<file path="src/rtl/rvh_l1d_pkg.sv">
// ============================================================================
// Module   : rvh_l1d_pkg
// Purpose  : Shared types and constants for the L1D store path.
//            - L1D_OFFSET_WIDTH     : log2 of the default line size in bytes
//            - st_size_e            : store size code (B/H/W/D)
//            - rvh_l1d_st_merge_entry_t : one merge-buffer entry at default sizes
//            - st_size_bytemask()   : right-justified byte mask for a size code
// Revision : 1.0 - initial release
// ============================================================================
`default_nettype none

package rvh_l1d_pkg;

  localparam int L1D_OFFSET_WIDTH = 6;
  localparam int L1D_LINE_BYTES   = 1 << L1D_OFFSET_WIDTH;
  localparam int L1D_PADDR_WIDTH  = 56;

  typedef enum logic [1:0] {
    ST_B = 2'd0,
    ST_H = 2'd1,
    ST_W = 2'd2,
    ST_D = 2'd3
  } st_size_e;

  typedef struct packed {
    logic [L1D_PADDR_WIDTH-L1D_OFFSET_WIDTH-1:0] line_paddr;
    logic [L1D_LINE_BYTES*8-1:0]                 data;
    logic [L1D_LINE_BYTES-1:0]                   mask;
    logic                                        open;
  } rvh_l1d_st_merge_entry_t;

  // Byte enables of a right-justified store of the given size.
  function automatic logic [7:0] st_size_bytemask(input st_size_e sz);
    logic [7:0] m;
    m = 8'h01;
    case (sz)
      ST_B: m = 8'h01;
      ST_H: m = 8'h03;
      ST_W: m = 8'h0F;
      ST_D: m = 8'hFF;
      default: m = 8'h01;
    endcase
    return m;
  endfunction

endpackage

`default_nettype wire

</file>
<file path="src/rtl/rvh_l1d_st_align.sv">
// ============================================================================
// Module   : rvh_l1d_st_align
// Purpose  : Combinational store aligner. Places a right-justified store into
//            its byte lane within a cache line and flags misalignment.
// Ports    : i_offset   - byte offset within the line
//            i_size     - size code (B/H/W/D)
//            i_data     - right-justified store data
//            o_data     - line-wide data, zero outside the written bytes
//            o_mask     - line-wide byte enables
//            o_misalign - offset not a multiple of the size, or D on XLEN=32
// Revision : 1.0 - initial release
// ============================================================================
`default_nettype none

module rvh_l1d_st_align
  import rvh_l1d_pkg::*;
#(
  parameter int XLEN       = 64,
  parameter int LINE_BYTES = 64
) (
  input  logic [$clog2(LINE_BYTES)-1:0] i_offset,
  input  logic [1:0]                    i_size,
  input  logic [XLEN-1:0]               i_data,
  output logic [LINE_BYTES*8-1:0]       o_data,
  output logic [LINE_BYTES-1:0]         o_mask,
  output logic                          o_misalign
);

  localparam int DATA_W = LINE_BYTES * 8;

  st_size_e    w_size;
  logic [7:0]  w_size_mask;
  logic [63:0] w_data64;
  logic [63:0] w_trim;

  assign w_size      = st_size_e'(i_size);
  assign w_size_mask = st_size_bytemask(w_size);
  assign w_data64    = 64'(i_data);

  // Zero the bytes above the store size so stale upper data never leaks.
  always_comb begin
    w_trim = '0;
    for (int b = 0; b < 8; b++) begin
      w_trim[b*8 +: 8] = w_size_mask[b] ? w_data64[b*8 +: 8] : 8'h00;
    end
  end

  assign o_mask = LINE_BYTES'(w_size_mask) << i_offset;
  assign o_data = DATA_W'(w_trim) << {i_offset, 3'b000};

  always_comb begin
    o_misalign = 1'b0;
    case (w_size)
      ST_B: o_misalign = 1'b0;
      ST_H: o_misalign = i_offset[0];
      ST_W: o_misalign = |i_offset[1:0];
      ST_D: o_misalign = (|i_offset[2:0]) || (XLEN == 32);
      default: o_misalign = 1'b0;
    endcase
  end

endmodule

`default_nettype wire

</file>
<file path="src/rtl/rvh_l1d_st_merge_buf.sv">
// ============================================================================
// Module   : rvh_l1d_st_merge_buf
// Purpose  : Store alignment and merge buffer between the LSU store pipe and
//            the L1D store port. Stores are aligned to line data + byte mask,
//            consecutive stores to the same line coalesce into the youngest
//            (open) entry, and closed entries drain in order to L1D.
// Macro    : RVH_L1D_ST_MERGE_EN - enables merging, idle counter and timeout.
//            Without it every store becomes its own closed entry.
// Ports    : st_req_*   - store request (valid/ready, paddr, size, data)
//            flush_i    - close the open entry
//            l1d_st_*   - head entry to L1D (valid/ready, line, data, mask)
//            misalign_err_o - pulse: accepted store dropped as misaligned
//            empty_o    - no valid entries
// Revision : 1.0 - initial release
// ============================================================================
`default_nettype none

module rvh_l1d_st_merge_buf
  import rvh_l1d_pkg::*;
#(
  parameter int XLEN       = 64,
  parameter int LINE_BYTES = L1D_LINE_BYTES,
  parameter int PADDR_W    = 56,
  parameter int DEPTH      = 4,
  parameter int TIMEOUT    = 16
) (
  input  logic                                      clk,
  input  logic                                      rst,
  input  logic                                      st_req_vld_i,
  output logic                                      st_req_rdy_o,
  input  logic [PADDR_W-1:0]                        st_req_paddr_i,
  input  logic [1:0]                                st_req_size_i,
  input  logic [XLEN-1:0]                           st_req_data_i,
  input  logic                                      flush_i,
  output logic                                      l1d_st_vld_o,
  input  logic                                      l1d_st_rdy_i,
  output logic [PADDR_W-$clog2(LINE_BYTES)-1:0]     l1d_st_line_paddr_o,
  output logic [LINE_BYTES*8-1:0]                   l1d_st_data_o,
  output logic [LINE_BYTES-1:0]                     l1d_st_byte_mask_o,
  output logic                                      misalign_err_o,
  output logic                                      empty_o
);

  localparam int OFFSET_W = $clog2(LINE_BYTES);
  localparam int LINE_W   = PADDR_W - OFFSET_W;
  localparam int DATA_W   = LINE_BYTES * 8;
  localparam int PTR_W    = $clog2(DEPTH);

  logic               r_vld  [DEPTH];
  logic               r_open [DEPTH];
  logic [LINE_W-1:0]  r_line [DEPTH];
  logic [DATA_W-1:0]  r_data [DEPTH];
  logic [LINE_BYTES-1:0] r_mask [DEPTH];
  logic [PTR_W-1:0]   r_head;
  logic [PTR_W-1:0]   r_tail;
  logic [PTR_W:0]     r_count;
  logic               r_misalign;

  logic [OFFSET_W-1:0]   w_offset;
  logic [LINE_W-1:0]     w_line_in;
  logic [DATA_W-1:0]     w_al_data;
  logic [LINE_BYTES-1:0] w_al_mask;
  logic                  w_mis;
  logic                  w_acc;
  logic                  w_store;
  logic                  w_hit;
  logic                  w_alloc;
  logic                  w_deq;
  logic                  w_alloc_open;

  assign w_offset  = st_req_paddr_i[OFFSET_W-1:0];
  assign w_line_in = st_req_paddr_i[PADDR_W-1:OFFSET_W];

  rvh_l1d_st_align #(
    .XLEN       (XLEN),
    .LINE_BYTES (LINE_BYTES)
  ) u_align (
    .i_offset   (w_offset),
    .i_size     (st_req_size_i),
    .i_data     (st_req_data_i),
    .o_data     (w_al_data),
    .o_mask     (w_al_mask),
    .o_misalign (w_mis)
  );

  assign st_req_rdy_o = (r_count < (PTR_W+1)'(DEPTH));
  assign w_acc        = st_req_vld_i & st_req_rdy_o;
  assign w_store      = w_acc & ~w_mis;
  assign w_deq        = l1d_st_vld_o & l1d_st_rdy_i;
  assign w_alloc      = w_store & ~w_hit;

`ifdef RVH_L1D_ST_MERGE_EN
  localparam int IDLE_W = $clog2(TIMEOUT + 1);

  logic [IDLE_W-1:0]     r_idle;
  logic [PTR_W-1:0]      w_young;
  logic                  w_young_open;
  logic                  w_merge;
  logic                  w_timeout;
  logic [DATA_W-1:0]     w_mrg_data;
  logic [LINE_BYTES-1:0] w_mrg_mask;

  // The youngest entry sits just behind the tail; only it may be open.
  assign w_young      = r_tail - PTR_W'(1);
  assign w_young_open = r_vld[w_young] & r_open[w_young];
  assign w_hit        = w_young_open & (r_line[w_young] == w_line_in);
  assign w_merge      = w_store & w_hit;
  assign w_timeout    = w_young_open & ~w_acc & (r_idle == IDLE_W'(TIMEOUT - 1));
  assign w_mrg_mask   = r_mask[w_young] | w_al_mask;
  assign w_alloc_open = ~(flush_i | (&w_al_mask));

  // Newer bytes overwrite older ones where the incoming mask is set.
  always_comb begin
    w_mrg_data = r_data[w_young];
    for (int b = 0; b < LINE_BYTES; b++) begin
      if (w_al_mask[b]) begin
        w_mrg_data[b*8 +: 8] = w_al_data[b*8 +: 8];
      end
    end
  end
`else
  logic w_unused_flush;

  assign w_unused_flush = flush_i;
  assign w_hit          = 1'b0;
  assign w_alloc_open   = 1'b0;
`endif

  always_ff @(posedge clk) begin
    if (rst) begin
      for (int i = 0; i < DEPTH; i++) begin
        r_vld[i]  <= 1'b0;
        r_open[i] <= 1'b0;
        r_line[i] <= '0;
        r_data[i] <= '0;
        r_mask[i] <= '0;
      end
      r_head     <= '0;
      r_tail     <= '0;
      r_count    <= '0;
      r_misalign <= 1'b0;
`ifdef RVH_L1D_ST_MERGE_EN
      r_idle     <= '0;
`endif
    end else begin
      r_misalign <= w_acc & w_mis;

      if (w_deq) begin
        r_vld[r_head] <= 1'b0;
        r_head        <= r_head + PTR_W'(1);
      end

`ifdef RVH_L1D_ST_MERGE_EN
      // A different-line allocation closes whatever was youngest before it.
      if (w_alloc) begin
        r_open[w_young] <= 1'b0;
      end
`endif

      if (w_alloc) begin
        r_vld[r_tail]  <= 1'b1;
        r_open[r_tail] <= w_alloc_open;
        r_line[r_tail] <= w_line_in;
        r_data[r_tail] <= w_al_data;
        r_mask[r_tail] <= w_al_mask;
        r_tail         <= r_tail + PTR_W'(1);
      end

`ifdef RVH_L1D_ST_MERGE_EN
      if (w_merge) begin
        r_data[w_young] <= w_mrg_data;
        r_mask[w_young] <= w_mrg_mask;
        r_open[w_young] <= ~(flush_i | (&w_mrg_mask));
      end else if (!w_alloc && (flush_i || w_timeout)) begin
        r_open[w_young] <= 1'b0;
      end

      if (w_alloc || w_merge) begin
        r_idle <= '0;
      end else if (w_young_open && !w_acc) begin
        r_idle <= r_idle + IDLE_W'(1);
      end
`endif

      case ({w_alloc, w_deq})
        2'b10:   r_count <= r_count + (PTR_W+1)'(1);
        2'b01:   r_count <= r_count - (PTR_W+1)'(1);
        default: r_count <= r_count;
      endcase
    end
  end

  assign l1d_st_vld_o        = r_vld[r_head] & ~r_open[r_head];
  assign l1d_st_line_paddr_o = r_line[r_head];
  assign l1d_st_data_o       = r_data[r_head];
  assign l1d_st_byte_mask_o  = r_mask[r_head];
  assign misalign_err_o      = r_misalign;
  assign empty_o             = (r_count == '0);

endmodule

`default_nettype wire

</file>
<file path="config.mk">
export PLATFORM = sky130hd
export DESIGN_NAME = rvh_l1d_st_merge_buf
export DESIGN_NICKNAME = d
export VERILOG_FILES = /design/src/rtl/rvh_l1d_pkg.sv /design/src/rtl/rvh_l1d_st_align.sv /design/src/rtl/rvh_l1d_st_merge_buf.sv
export SDC_FILE = /design/constraint.sdc
export NUM_CORES = 2
export LEC_CHECK = 0
export BUFFER_PORTS_ARGS = -buffer_cell sky130_fd_sc_hd__buf_2
export CORE_ASPECT_RATIO = 1.1
export CORE_MARGIN = 1
export CORE_UTILIZATION = 42
export CTS_BUF_LIST = sky130_fd_sc_hd__clkbuf_16
export DETAILED_ROUTE_END_ITERATION = 10
export PLACE_DENSITY = 0.64
export SLEW_MARGIN = 20
export SYNTH_ARGS = -nofsm -noshare
export SYNTH_HDL_FRONTEND = slang
export SYNTH_SLANG_ARGS = --single-unit
</file>
<file path="constraint.sdc">
create_clock -name clk -period 154.8 [get_ports clk]
set_input_delay 30.96 -clock clk [delete_from_list [all_inputs] [get_ports clk]]
set_output_delay 30.96 -clock clk [all_outputs]
set_load 0.1 [all_outputs]
</file>
==> run summary <==
status: finished clean
Ports: 757
EDFF count, synth: 2504
setup ws final: 118.50 ns
first-pass GRT wire length: 493000 um
Static Leak: 0.0433 uW
Net Sw Frac: 0.286
initial antenna violation count: 70
worst slack, placed: 117.55 ns
r2r worst-path depth: 9
Async S/R FF share, synth: 0
cts repair resizes: 0
Worst setup SP type: flip-flop
Post-Route Skew: 0.0485 ns
clock slew at reported path FFs: 0.06 ns
FF-to-FF Start: r_count[2]
max-slew violations: 0
vias in the first global route: 64500
power per cell area: 13.2 mW/mm^2
Clock Latency Late Sink: 0.86 ns
Synth Warn #: 0
critical path peak fanout: 45
Syn Inst Count: 7055
post-synth cell types: 71
clock power share: 0.376
Tmin final: 36.30 ns
Die X: 484 um
Syn-to-layout area delta: 15.1%
Slew HR: 0.142
Mapped Area: 0.107 sq mm
Hold-fix buffers, CTS: 0
H-tree depth: 5
clk buf depth: 4
Synth Net Count: 7188
layout cell share with drive strength beyond 1: 0.262
vias per cell: 5.91
Final nets: 7850
DRC viols: 0
detailed placement HPWL: 225000 um
Worst Hold Path EP: r_vld[1]
fillers: 21600
Initial DRC Count: 7812
sequential power share: 0.479
CTS root buf: clkbuf_16
pin count of the biggest net entering global routing: 150
Peak Freq: 27.5 MHz
number of max-cap violations: 0
Setup Fix Bufs, Post-CTS: 0
Final Hold Fails: 0
GP Congestion: 0.998
core area: 0.254 sq mm
Synth Register Bits: 2518
Finish-stage setup viols: 0
Initial Util: 0.423
IO buf count: 755
Worst EP required: 123.84 ns
worst hold path class: reg -> reg
die area: 0.258 sq mm
setup TNS: 0 ns
RR Endpoint: r_data[1][65]
CTS sink cnt: 2518
total grt overflow: 0
Die Ht: 532 um
CTS tree: yes
CTS Buf Count: 274
final wirelength: 357000 um
Worst R2R Setup Slack: 148.52 ns
Vias: 66700
P_int: 1170 uW
total power: 1640 uW
peak supply drop: 10.2 uV
DR WL/cell: 31.6 um
critical path class: reg -> out
Min-Delay Startpoint: r_vld[1]
Hold Path Stages: 2
Avg Inst Size Synth: 15.2 sq um
RSZ-0062 raised after global routing: no
FF/Latch Area: 0.0755 sq mm
num rows: 194
Switching Power: 469 uW
CP endpoint kind: output pin
post-synthesis sequential area ratio: 0.702
Total Routing Usage GR: 0.271
multi-input gate area in the final layout: 0.0299 sq mm
combinational power share: 0.145
Final period util: 0.235
drt first pass iters: 7
Detail Route Antenna Nets: 0
Least-Margin Pin Slew: 1.28 ns
Worst EP arrival: 5.34 ns
Most used DFF post-synth: edfxtp_1
## cell type report
class | count | area share
Inverter | 46 | 0.00140
Antenna cell | 44 | 0.000891
Sequential cell | 2518 | 0.611
Multi-Input combinational cell | 3911 | 0.242
Clock buffer | 281 | 0.0569
Tap cell | 3332 | 0.0337
Clock inverter | 186 | 0.0102
Timing Repair Buffer | 966 | 0.0446
## synthesized netlist by cell type, drive strengths merged (6+ instances only)
cell type	number	area [sq um]
a21oi	40	200
a211oi	31	283
and3	165	1040
o221a	8	90.1
a2bb2oi	62	543
and3b	6	52.6
a22oi	23	173
dfxtp	14	280
mux2	25	282
mux4	635	14300
mux2i	30	300
o211ai	10	75.1
nand3	28	140
nand2	148	556
inv	45	169
o21a	17	128
nand4	11	68.8
nand2b	18	113
a21o	14	105
edfxtp	2504	75200
nor2	2307	8660
nor2b	15	93.8
and2	93	582
o22ai	34	213
o21ai	20	100
nor3	42	221
a221oi	28	283
nand3b	24	180
buf	182	832
o22a	25	219
clkbuf	398	1490
## metrics by stage
| stage | cells | util | cell area, sq um | hold slack (ns) |
|---|---|---|---|---|
| floorplan | 7055 | - | 107000 | 0.437 |
| finish | 11300 | 0.486 | 124000 | 0.481 |
| detailed placement | 10800 | 0.453 | 115000 | 0.464 |
| global route | 11300 | 0.486 | 124000 | 0.512 |
| CTS | 11200 | 0.486 | 123000 | 0.476 |
| global placement | 10800 | 0.453 | 115000 | 0.461 |
## critical path, stage by stage (launching register included)
cell and delay, ns:
dfxtp_4 0.85, buf_4 0.78, buf_4 0.86, buf_4 0.84, mux4_2 0.64, buf_2 0.32
## power groups by stage
stage / Sequential, uW / Clock (uW) / Combinational (uW)
after CTS: 785 / 624 / 237
after global placement: 796 / 0 / 237
after floorplan: 827 / 0 / 175
after detailed placement: 799 / 0 / 237
final: 784 / 615 / 237
after global routing: 787 / 649 / 243
## cell usage in the layout, fill, tap and decap left out, types with 28 or more instances in the layout
master,instances
and2_1,92
and3_1,164
nand2_1,128
nor2_1,2301
edfxtp_1,2504
clkinv_1,58
diode_2,44
o22ai_1,34
clkbuf_16,281
mux4_2,635
nor3_1,39
clkinv_2,29
buf_4,204
nand3_1,28
a21oi_1,38
mux2i_1,29
a2bb2oi_1,35
inv_1,106
buf_2,751
## worst max path at each step
stage                                 from                  to  slack [ns]
after global routing             flip-flop  l1d_st_data_o[415]      118.00
after global placement    st_req_size_i[0]      r_data[1][324]      117.55
after CTS                        flip-flop  l1d_st_data_o[293]      118.24
final                            flip-flop  l1d_st_data_o[415]      118.50
after detailed placement  st_req_size_i[0]      r_data[1][324]      117.55
after floorplan           st_req_size_i[1]        r_data[3][0]       74.82
## routing by layer
layer	vias to the layer above	wire length, um	track usage
li1	27700	-	-
met1	34700	135000	0.355
met2	3527	166000	0.418
met3	641	37500	0.0736
met4	26	18700	0.130
met5	-	184	0
## kinds of logic after synthesis
family / count (synthesis) / synth area share
multiplexers: 690 / 0.139
XOR/XNOR: 5 / 0.000408
buffers and inverters: 626 / 0.0233
AO/OA/AOI/OAI: 341 / 0.0248
AND/OR/NAND/NOR: 2869 / 0.110
adder cells (fa/ha/maj): 6 / 0.000769
flip-flops: 2518 / 0.702
## flip-flops by register name, indices dropped and copies added, names as in the netlist, named ones only
name            cells
r_line            200
misalign_err_o      1
r_tail              2
r_vld               4
r_head              2
r_mask            256
r_data           2048
r_count             3
No activity file was read; power rests on OpenSTA's default activity.
